**src/rtl/serial_pe_pkg.sv**
```systemverilog
// ============================================================================
// Module : serial_pe_pkg
// Brief  : Shared constants and accumulate-FSM encoding for the serial PE.
// Rev    : 1.0  initial release
// ============================================================================
`default_nettype none

package serial_pe_pkg;

    localparam int DEF_DATA_W   = 8;
    localparam int DEF_ACC_W    = 20;
    localparam int DEF_NUM_TAPS = 9;
    localparam int PROD_W       = 2 * DEF_DATA_W;

    typedef enum logic [0:0] {
        ACC_IDLE = 1'b0,
        ACC_RUN  = 1'b1
    } acc_state_t;

endpackage

`default_nettype wire

```
**src/rtl/serial_pe_accumulator_if.sv**
```systemverilog
// ============================================================================
// Module : serial_pe_accumulator_if
// Brief  : Operand feed from the loader and result handshake to the writer.
// Rev    : 1.0  initial release
// ============================================================================
`default_nettype none

interface serial_pe_accumulator_if #(
    parameter int DATA_W = 8,
    parameter int ACC_W  = 20
);

    logic [DATA_W-1:0] w_in;
    logic [DATA_W-1:0] f_in;
    logic              acc_en;
    logic              rst_pe;
    logic [ACC_W-1:0]  result_o;
    logic              result_valid_o;
    logic              result_ready_i;
    logic [7:0]        tap_cnt_o;
    logic              overrun_o;
    logic              busy_o;

    modport master (
        output w_in, f_in, acc_en, rst_pe, result_ready_i,
        input  result_o, result_valid_o, tap_cnt_o, overrun_o, busy_o
    );

    modport slave (
        input  w_in, f_in, acc_en, rst_pe, result_ready_i,
        output result_o, result_valid_o, tap_cnt_o, overrun_o, busy_o
    );

endinterface

`default_nettype wire

```
**src/rtl/serial_pe_accumulator_mac_unit.sv**
```systemverilog
// ============================================================================
// Module : serial_mac_unit
// Brief  : Combinational multiply, extend and add. Build option
//          SERIAL_PE_SIGNED_EN selects two's-complement operands.
// Rev    : 1.0  initial release
// ============================================================================
`default_nettype none

module serial_mac_unit #(
    parameter int DATA_W = 8,
    parameter int ACC_W  = 20
) (
    input  wire logic [DATA_W-1:0] w_in,
    input  wire logic [DATA_W-1:0] f_in,
    input  wire logic [ACC_W-1:0]  acc_in,
    output logic      [ACC_W-1:0]  sum
);

    localparam int MUL_W = 2 * DATA_W;

`ifdef SERIAL_PE_SIGNED_EN
    logic signed [MUL_W-1:0] w_prod;
    // Size casts keep signedness, so operands and product sign-extend here.
    assign w_prod = MUL_W'($signed(w_in)) * MUL_W'($signed(f_in));
`else
    logic [MUL_W-1:0] w_prod;
    assign w_prod = MUL_W'(w_in) * MUL_W'(f_in);
`endif

    assign sum = acc_in + ACC_W'(w_prod);

endmodule

`default_nettype wire

```
**src/rtl/serial_pe_accumulator.sv**
```systemverilog
// ============================================================================
// Module : serial_pe_accumulator
// Brief  : Serial MAC over NUM_TAPS products with a one-entry result register.
//          Build option SERIAL_PE_SIGNED_EN (see serial_mac_unit).
// Rev    : 1.0  initial release
// ============================================================================
`default_nettype none

module serial_pe_accumulator
    import serial_pe_pkg::*;
#(
    parameter int DATA_W   = DEF_DATA_W,
    parameter int ACC_W    = DEF_ACC_W,
    parameter int NUM_TAPS = DEF_NUM_TAPS
) (
    input wire logic                clk,
    input wire logic                rst,
    serial_pe_accumulator_if.slave  bus
);

    localparam logic [7:0] LAST_TAP = 8'(NUM_TAPS);

    acc_state_t       r_state;
    acc_state_t       w_state_nxt;
    logic [ACC_W-1:0] r_acc;
    logic [ACC_W-1:0] w_acc_nxt;
    logic [ACC_W-1:0] w_mac_base;
    logic [ACC_W-1:0] w_sum;
    logic [7:0]       r_tap_cnt;
    logic [7:0]       w_tap_cnt_nxt;
    logic [7:0]       w_tap_inc;
    logic             w_complete;
    logic [ACC_W-1:0] r_result;
    logic             r_result_valid;
    logic             r_overrun;

    // A fresh window always starts from zero, independent of stale acc.
    assign w_mac_base = (r_state == ACC_RUN) ? r_acc : '0;
    assign w_tap_inc  = r_tap_cnt + 8'd1;

    serial_mac_unit #(
        .DATA_W (DATA_W),
        .ACC_W  (ACC_W)
    ) u_mac (
        .w_in   (bus.w_in),
        .f_in   (bus.f_in),
        .acc_in (w_mac_base),
        .sum    (w_sum)
    );

    always_ff @(posedge clk) begin
        if (rst) begin
            r_state   <= ACC_IDLE;
            r_acc     <= '0;
            r_tap_cnt <= '0;
        end else begin
            r_state   <= w_state_nxt;
            r_acc     <= w_acc_nxt;
            r_tap_cnt <= w_tap_cnt_nxt;
        end
    end

    always_comb begin
        w_state_nxt   = r_state;
        w_acc_nxt     = r_acc;
        w_tap_cnt_nxt = r_tap_cnt;
        w_complete    = 1'b0;
        if (bus.rst_pe) begin
            w_state_nxt   = ACC_IDLE;
            w_acc_nxt     = '0;
            w_tap_cnt_nxt = '0;
        end else if (bus.acc_en) begin
            if (w_tap_inc == LAST_TAP) begin
                w_complete    = 1'b1;
                w_state_nxt   = ACC_IDLE;
                w_acc_nxt     = '0;
                w_tap_cnt_nxt = '0;
            end else begin
                w_state_nxt   = ACC_RUN;
                w_acc_nxt     = w_sum;
                w_tap_cnt_nxt = w_tap_inc;
            end
        end
    end

    // Completion against a full, unread entry drops the new result.
    always_ff @(posedge clk) begin
        if (rst) begin
            r_result       <= '0;
            r_result_valid <= 1'b0;
            r_overrun      <= 1'b0;
        end else if (w_complete) begin
            if (!r_result_valid || bus.result_ready_i) begin
                r_result       <= w_sum;
                r_result_valid <= 1'b1;
            end else begin
                r_overrun      <= 1'b1;
            end
        end else if (r_result_valid && bus.result_ready_i) begin
            r_result_valid <= 1'b0;
        end
    end

    assign bus.result_o       = r_result;
    assign bus.result_valid_o = r_result_valid;
    assign bus.tap_cnt_o      = r_tap_cnt;
    assign bus.overrun_o      = r_overrun;
    assign bus.busy_o         = (r_tap_cnt != 8'd0);

endmodule

`default_nettype wire
```
**src/flat_wrapper.sv**
```systemverilog
// flat-port wrapper written by rule: the top's interface ports become plain ports
module serial_pe_accumulator_flat import serial_pe_pkg::*;
#(
    parameter int DATA_W   = DEF_DATA_W,
    parameter int ACC_W    = DEF_ACC_W,
    parameter int NUM_TAPS = DEF_NUM_TAPS
)
  (clk, rst, bus_w_in, bus_f_in, bus_acc_en, bus_rst_pe, bus_result_ready_i, bus_result_o, bus_result_valid_o, bus_tap_cnt_o, bus_overrun_o, bus_busy_o);
  serial_pe_accumulator_if #(.DATA_W(DATA_W), .ACC_W(ACC_W)) bus_i ();
  input wire logic clk;
  input wire logic rst;
  input wire logic [$bits(bus_i.w_in)-1:0] bus_w_in;
  input wire logic [$bits(bus_i.f_in)-1:0] bus_f_in;
  input wire logic [$bits(bus_i.acc_en)-1:0] bus_acc_en;
  input wire logic [$bits(bus_i.rst_pe)-1:0] bus_rst_pe;
  input wire logic [$bits(bus_i.result_ready_i)-1:0] bus_result_ready_i;
  output wire logic [$bits(bus_i.result_o)-1:0] bus_result_o;
  output wire logic [$bits(bus_i.result_valid_o)-1:0] bus_result_valid_o;
  output wire logic [$bits(bus_i.tap_cnt_o)-1:0] bus_tap_cnt_o;
  output wire logic [$bits(bus_i.overrun_o)-1:0] bus_overrun_o;
  output wire logic [$bits(bus_i.busy_o)-1:0] bus_busy_o;
  assign bus_i.w_in = bus_w_in;
  assign bus_i.f_in = bus_f_in;
  assign bus_i.acc_en = bus_acc_en;
  assign bus_i.rst_pe = bus_rst_pe;
  assign bus_i.result_ready_i = bus_result_ready_i;
  assign bus_result_o = bus_i.result_o;
  assign bus_result_valid_o = bus_i.result_valid_o;
  assign bus_tap_cnt_o = bus_i.tap_cnt_o;
  assign bus_overrun_o = bus_i.overrun_o;
  assign bus_busy_o = bus_i.busy_o;
  serial_pe_accumulator #(.DATA_W(DATA_W), .ACC_W(ACC_W), .NUM_TAPS(NUM_TAPS)) u_core (.clk(clk), .rst(rst), .bus(bus_i));
endmodule
```
**config.mk**
```make
export PLATFORM = sky130hd
export DESIGN_NAME = serial_pe_accumulator_flat
export DESIGN_NICKNAME = d
export VERILOG_FILES = /design/src/rtl/serial_pe_pkg.sv /design/src/rtl/serial_pe_accumulator_if.sv /design/src/rtl/serial_pe_accumulator_mac_unit.sv /design/src/rtl/serial_pe_accumulator.sv /design/src/flat_wrapper.sv
export SDC_FILE = /design/constraint.sdc
export NUM_CORES = 1
export LEC_CHECK = 0
export CAP_MARGIN = 20
export CORE_UTILIZATION = 53
export DETAILED_ROUTE_END_ITERATION = 16
export HOLD_SLACK_MARGIN = 0.1
export PLACE_DENSITY_LB_ADDON = 0.3
export SLEW_MARGIN = 20
export SYNTH_ARGS = -nofsm -noshare
export SYNTH_HDL_FRONTEND = slang
export SYNTH_SLANG_ARGS = --single-unit
```
**constraint.sdc**
```tcl
create_clock -name clk -period 5.1 [get_ports clk]
set_input_delay 0.51 -clock clk [delete_from_list [all_inputs] [get_ports clk]]
set_output_delay 0.51 -clock clk [all_outputs]
set_load 0.01 [all_outputs]
```
# --- Yosys cells after proc, flatten, opt, wreduce, memory -nomap -nowiden ---
# Index checks and enable logic that the tools add are counted.
totals:
  reg_bits: 51
  inputBits: 21
op_classes:
  n_reduce_logical: 9
  addsub: 2
  multipliers: 1
  n_eq_ne: 2
  n_mux: 10
  n_bitwise: 1
ops:
  columns: ["op", "count"]
  rows:
  - ["$mux 20", 2]
  - ["$add 20x16->20", 1]
  - ["$mul 8x8->16", 1]
  - ["$add 8x1->8 const B", 1]
  - ["$eq 8x4->1 const B", 1]
  - ["$mux 8", 1]
  - ["$reduce_bool 8->1", 1]
  - ["$mux 1", 7]
  - ["$reduce_and 2->1", 3]
  - ["$ne 2x2->1 const B", 1]
  - ["$reduce_bool 2->1", 1]
  - ["$reduce_or 2->1", 1]
  - ["$logic_and 1x1->1", 1]
  - ["$logic_not 1->1", 1]
  - ["$logic_or 1x1->1", 1]
  - ["$not 1->1", 1]

# --- Logic depth before layout (Yosys ltp) ---
depth:
  depth_word: 7
  ltp_mapped: 18
  mapped_depth_nobuf: 16

# --- By module ---
# From an unflattened synthesis, not the netlist that was laid out.
hier_totals:
  cells_unflattened: 585
  area_unflattened_um2: 5043.6
by_module_without_submodules:
  columns: ["module", "cells_each", "n_inst", "area_each_um2"]
  rows:
  - ["serial_mac_unit", 348, 1, 2811.4]
  - ["serial_pe_accumulator", 237, 1, 2232.1]

# --- Worst setup path before layout ---
# OpenSTA, ideal clock, no wires.
synth_path:
  path_kind: "register to register"
  start: "register u_core.r_state"
  end: "register u_core.r_result[14], in the netlist u_core.bus.result_o[14]"
  arrival_ns: 4.650
  setup_ns: 0.071
  synth_period_minus_slack_ns: 4.720
  path_buffers: 2
  slack_ns: 0.380
  path_stages_with_launch: 18
  cell_sequence: "dfxtp_1 -> clkbuf_1 -> clkbuf_1 -> nand2_1 -> fa_1 -> inv_1 -> fa_1 -> inv_1 -> fa_1 -> fa_1 -> inv_1 -> ha_1 -> and3_1 -> a211oi_2 -> o22ai_1 -> a22o_1 -> or3_1 -> a21oi_1"
synth_via:
  elab_chain_cells: 2
synth_rtl:
  columns: ["element", "line_no", "text"]
  rows:
  - ["from (decl)", "serial_pe_accumulator.sv:23", "acc_state_t r_state;"]
  - ["from (signal assigned)", "serial_pe_accumulator.sv:57", "r_state <= w_state_nxt;"]
  - ["$mux 20", "serial_pe_accumulator.sv:38", "assign w_mac_base = (r_state == ACC_RUN) ? r_acc : '0;"]
  - ["$add 20x16->20", "serial_pe_accumulator_mac_unit.sv:30", "assign sum = acc_in + ACC_W'(w_prod);"]
  - ["to (signal assigned)", "serial_pe_accumulator.sv:94", "r_result <= w_sum;"]
  - ["to (decl)", "serial_pe_accumulator.sv:33", "logic [ACC_W-1:0] r_result;"]
# No other way between the ends.
# A chain may end at the register's enable or synchronous reset.

# --- Final worst setup path ---
layout_path:
  start: "input bus_w_in[1]"
  end: "register u_core.r_result[19], in the netlist u_core.bus.result_o[19]"
layout_via:
  elab_chain_cells: 2
layout_rtl:
  columns: ["element", "line_no", "text"]
  rows:
  - ["from (decl)", "flat_wrapper.sv:12", "input wire logic [$bits(bus_i.w_in)-1:0] bus_w_in;"]
  - ["$mul 8x8->16", "serial_pe_accumulator_mac_unit.sv:27", "assign w_prod = MUL_W'(w_in) * MUL_W'(f_in);"]
  - ["$add 20x16->20", "serial_pe_accumulator_mac_unit.sv:30", null]
# No other way between the ends.

==> out/qor.yml <==
antenna_found_initial: 0
critical_path_arrival_ns: 5.18
cts_made_buffers: 5
timing.final.hold_violations: 0
crit_type: "input pin to register"
synth.mux.area_fraction: 0.0334
grt_pass1_wl_um: 19000
crit_path_end_kind: "register"
ctsRootBufferMaster: "clkbuf_8"
place.gp.congestion: 0.938
drtIter0Drc: 174
die_x_um: 97.8
overflow: 0
worst_slew_pin_slew_ns: 1.02
rows: 34
cts_hold_buf: 0
netlist.top_cell.by_area: "dfxtp_1"
ir_worst_vdd_uv: 197
synth-compound-area-share: 0.116
fin_area_um2: 5780
ios: 52
syn-cell-area_um2: 4860
ys_ff_latch: 51
synth_top_family_by_area: "adder cells"
ant_nets: 0
required_ns: 5.33
worstSkewPairLatency_ns: 0.31
synth.distinct_cells: 52
synth_nets: 685
path_clk_slew_ns: 0.10
yosysWarnings: 0
mostFrequentLayoutCells: "89 x inv_1, 62 x nand2_1, 51 x dfxtp_1"
worst-path-max-fanout: 5
core-area_um2: 8810
cts.sink_count: 51
htreeDepth: 2
syn_to_final_growth_pct: 18.9
antenna_cells: 0
final_common_cell: "inv_1"
cts_tree: "done"
outcome: "complete, but fails checks"
ys_seq_area_frac: 0.210
synthFlopType: "dfxtp_1"
grt_max_degree: 27
powerDensity_nw_per_um2: 296
avgSynthCellArea_um2: 8.53
synth_area_leaders: "dfxtp_1 21%, fa_1 21%, ha_1 11%"
postSynthCellCount: 570
regArea_um2: 1020
die_h_um: 97.8
holdWs_ns: 0.473
synthAdderAreaFrac: 0.319
firstDrtPassIters: 11
drv_slew: 0
hold_class: "register to register"
multi_input_area_um2: 3410
dieArea_um2: 9560
drive_gt1_frac: 0.0857
vias: 3988
hpwlAfterDp_um: 8880
async_flop_share: 0
drc: 4
fin_skew_ns: 0.0137
post-route-min-period_ns: 4.95
setup_viol: 0
wl_per_cell_um: 14.6
max_clock_freq_mhz: 202
violations: "design-rule violations"
rsz0062_at_grt: "false"
wl_um: 10900
vias_per_cell: 5.32
io_buffers: 51
worst_setup_path_start_kind: "input pin"
synth-xor-area-share: 0.0288
synth_top_area_share: 0.210
grt_pass1_vias: 4051
power.leakage_nw: 2.71
maxSlewHeadroom: 0.319
synth-edff-count: 0
grt_usage: 0.245
drv_cap: 0
timing.final.crit_share: 0.971
nNetsFinal: 756
fillers: 729
utilization: 0.656
initial_core_util: 0.552
synth_simple_gate_area_frac: 0.202
cts_buffer_depth: 2
dpl_cell_area_um2: 5670
[per-layer routing]
metal,GRT usage,share of wire,routed length (µm)
met1,0.327,0.45,4940
met2,0.426,0.49,5320
met3,0.0322,0.047,512
met4,0.0513,0.014,152
met5,0,0,0
[critical path, stage by stage]
cell and delay, ns:
clkdlybuf4s50_1 0.52, and2_1 0.23, fa_1 0.50, fa_1 0.55
fa_1 0.55, inv_1 0.05, fa_1 0.53, inv_1 0.04
ha_1 0.29, and3_1 0.20, a221o_1 0.39, a21oi_1 0.21
a31oi_1 0.14, mux2_2 0.31, o22ai_1 0.14
[cell type report]
type | count | share of cell area
multi-input combinational | 409 | 0.590
inverter | 89 | 0.0578
tap | 108 | 0.0234
timing repair buffer | 85 | 0.135
clock inverter | 3 | 0.00476
sequential | 51 | 0.177
clock buffer | 5 | 0.0119
[Yosys cell counts (3+ instances only)]
library cell / instances
nand3b_1: 4
nor3b_1: 3
ha_1: 44
and3_1: 6
nand4_1: 3
buf_4: 3
o21ai_1: 5
o21a_1: 3
a21oi_1: 19
o21ai_0: 11
clkbuf_1: 12
nor2b_1: 3
mux2i_1: 14
nor3_1: 4
dfxtp_1: 51
and2_1: 49
xor2_1: 7
o22ai_1: 4
nor2_1: 47
nand3_1: 10
fa_1: 50
a21o_1: 4
buf_2: 5
nand2_1: 62
xnor2_1: 9
a31oi_1: 3
a211oi_1: 3
inv_1: 89
a22oi_1: 15
[path summary, 6_finish.rpt]
path,from,to,slack (ns),depth (start not counted)
min,u_core.r_acc[12],u_core.r_acc[12],0.47,2
max reg2reg,u_core.r_state,u_core.bus.result_o[19],0.33,14
max,bus_w_in[1],u_core.bus.result_o[19],0.15,15
min reg2reg,u_core.r_acc[12],u_core.r_acc[12],0.47,2
[through the flow]
stage | total power, W | worst slack [ns] | TNS, ns | cells
after detailed placement | 0.00145 | -0.160 | -1.17 | 742
after floorplan | 0.00114 | 0.380 | 0 | 570
after CTS | 0.00171 | 0.127 | 0 | 750
final | 0.00171 | 0.148 | 0 | 750
after global placement | 0.00143 | -0.0652 | -0.316 | 742
after global routing | 0.00187 | 0.000470 | 0 | 750
[report_power, final]
group | internal, W | switching (W) | leakage, nW
Sequential | 0.000419 | 0.0000126 | 0.412
Combinational | 0.000464 | 0.000566 | 2.25
Clock | 0.000101 | 0.000148 | 0.0463
[flip-flops by register name (all words and copies together) (netlist names)]
signal                     flops
u_core.bus.result_o           20
u_core.r_acc                  20
u_core.bus.tap_cnt_o           8
u_core.bus.overrun_o           1
u_core.bus.result_valid_o      1
u_core.r_state                 1
[cell families (layout without fill, tap and decap cells)]
group                      after synthesis  count (layout)
adders and majority gates               94              94
xor gates and xnor gates                16              16
muxes                                   16              16
buffers and inverters                  110             182
and+or+nand+nor                        200             200
AOI/OAI and AO/OA                       83              83
DFF                                     51              51
[repair_timing]
item                                    CTS  global route
hold endpoints to repair                  0             0
gates resized for setup                   0             7
endpoints found under the setup margin    0             8
setup buffers                             0             0
(Power assumes the default switching activity.)
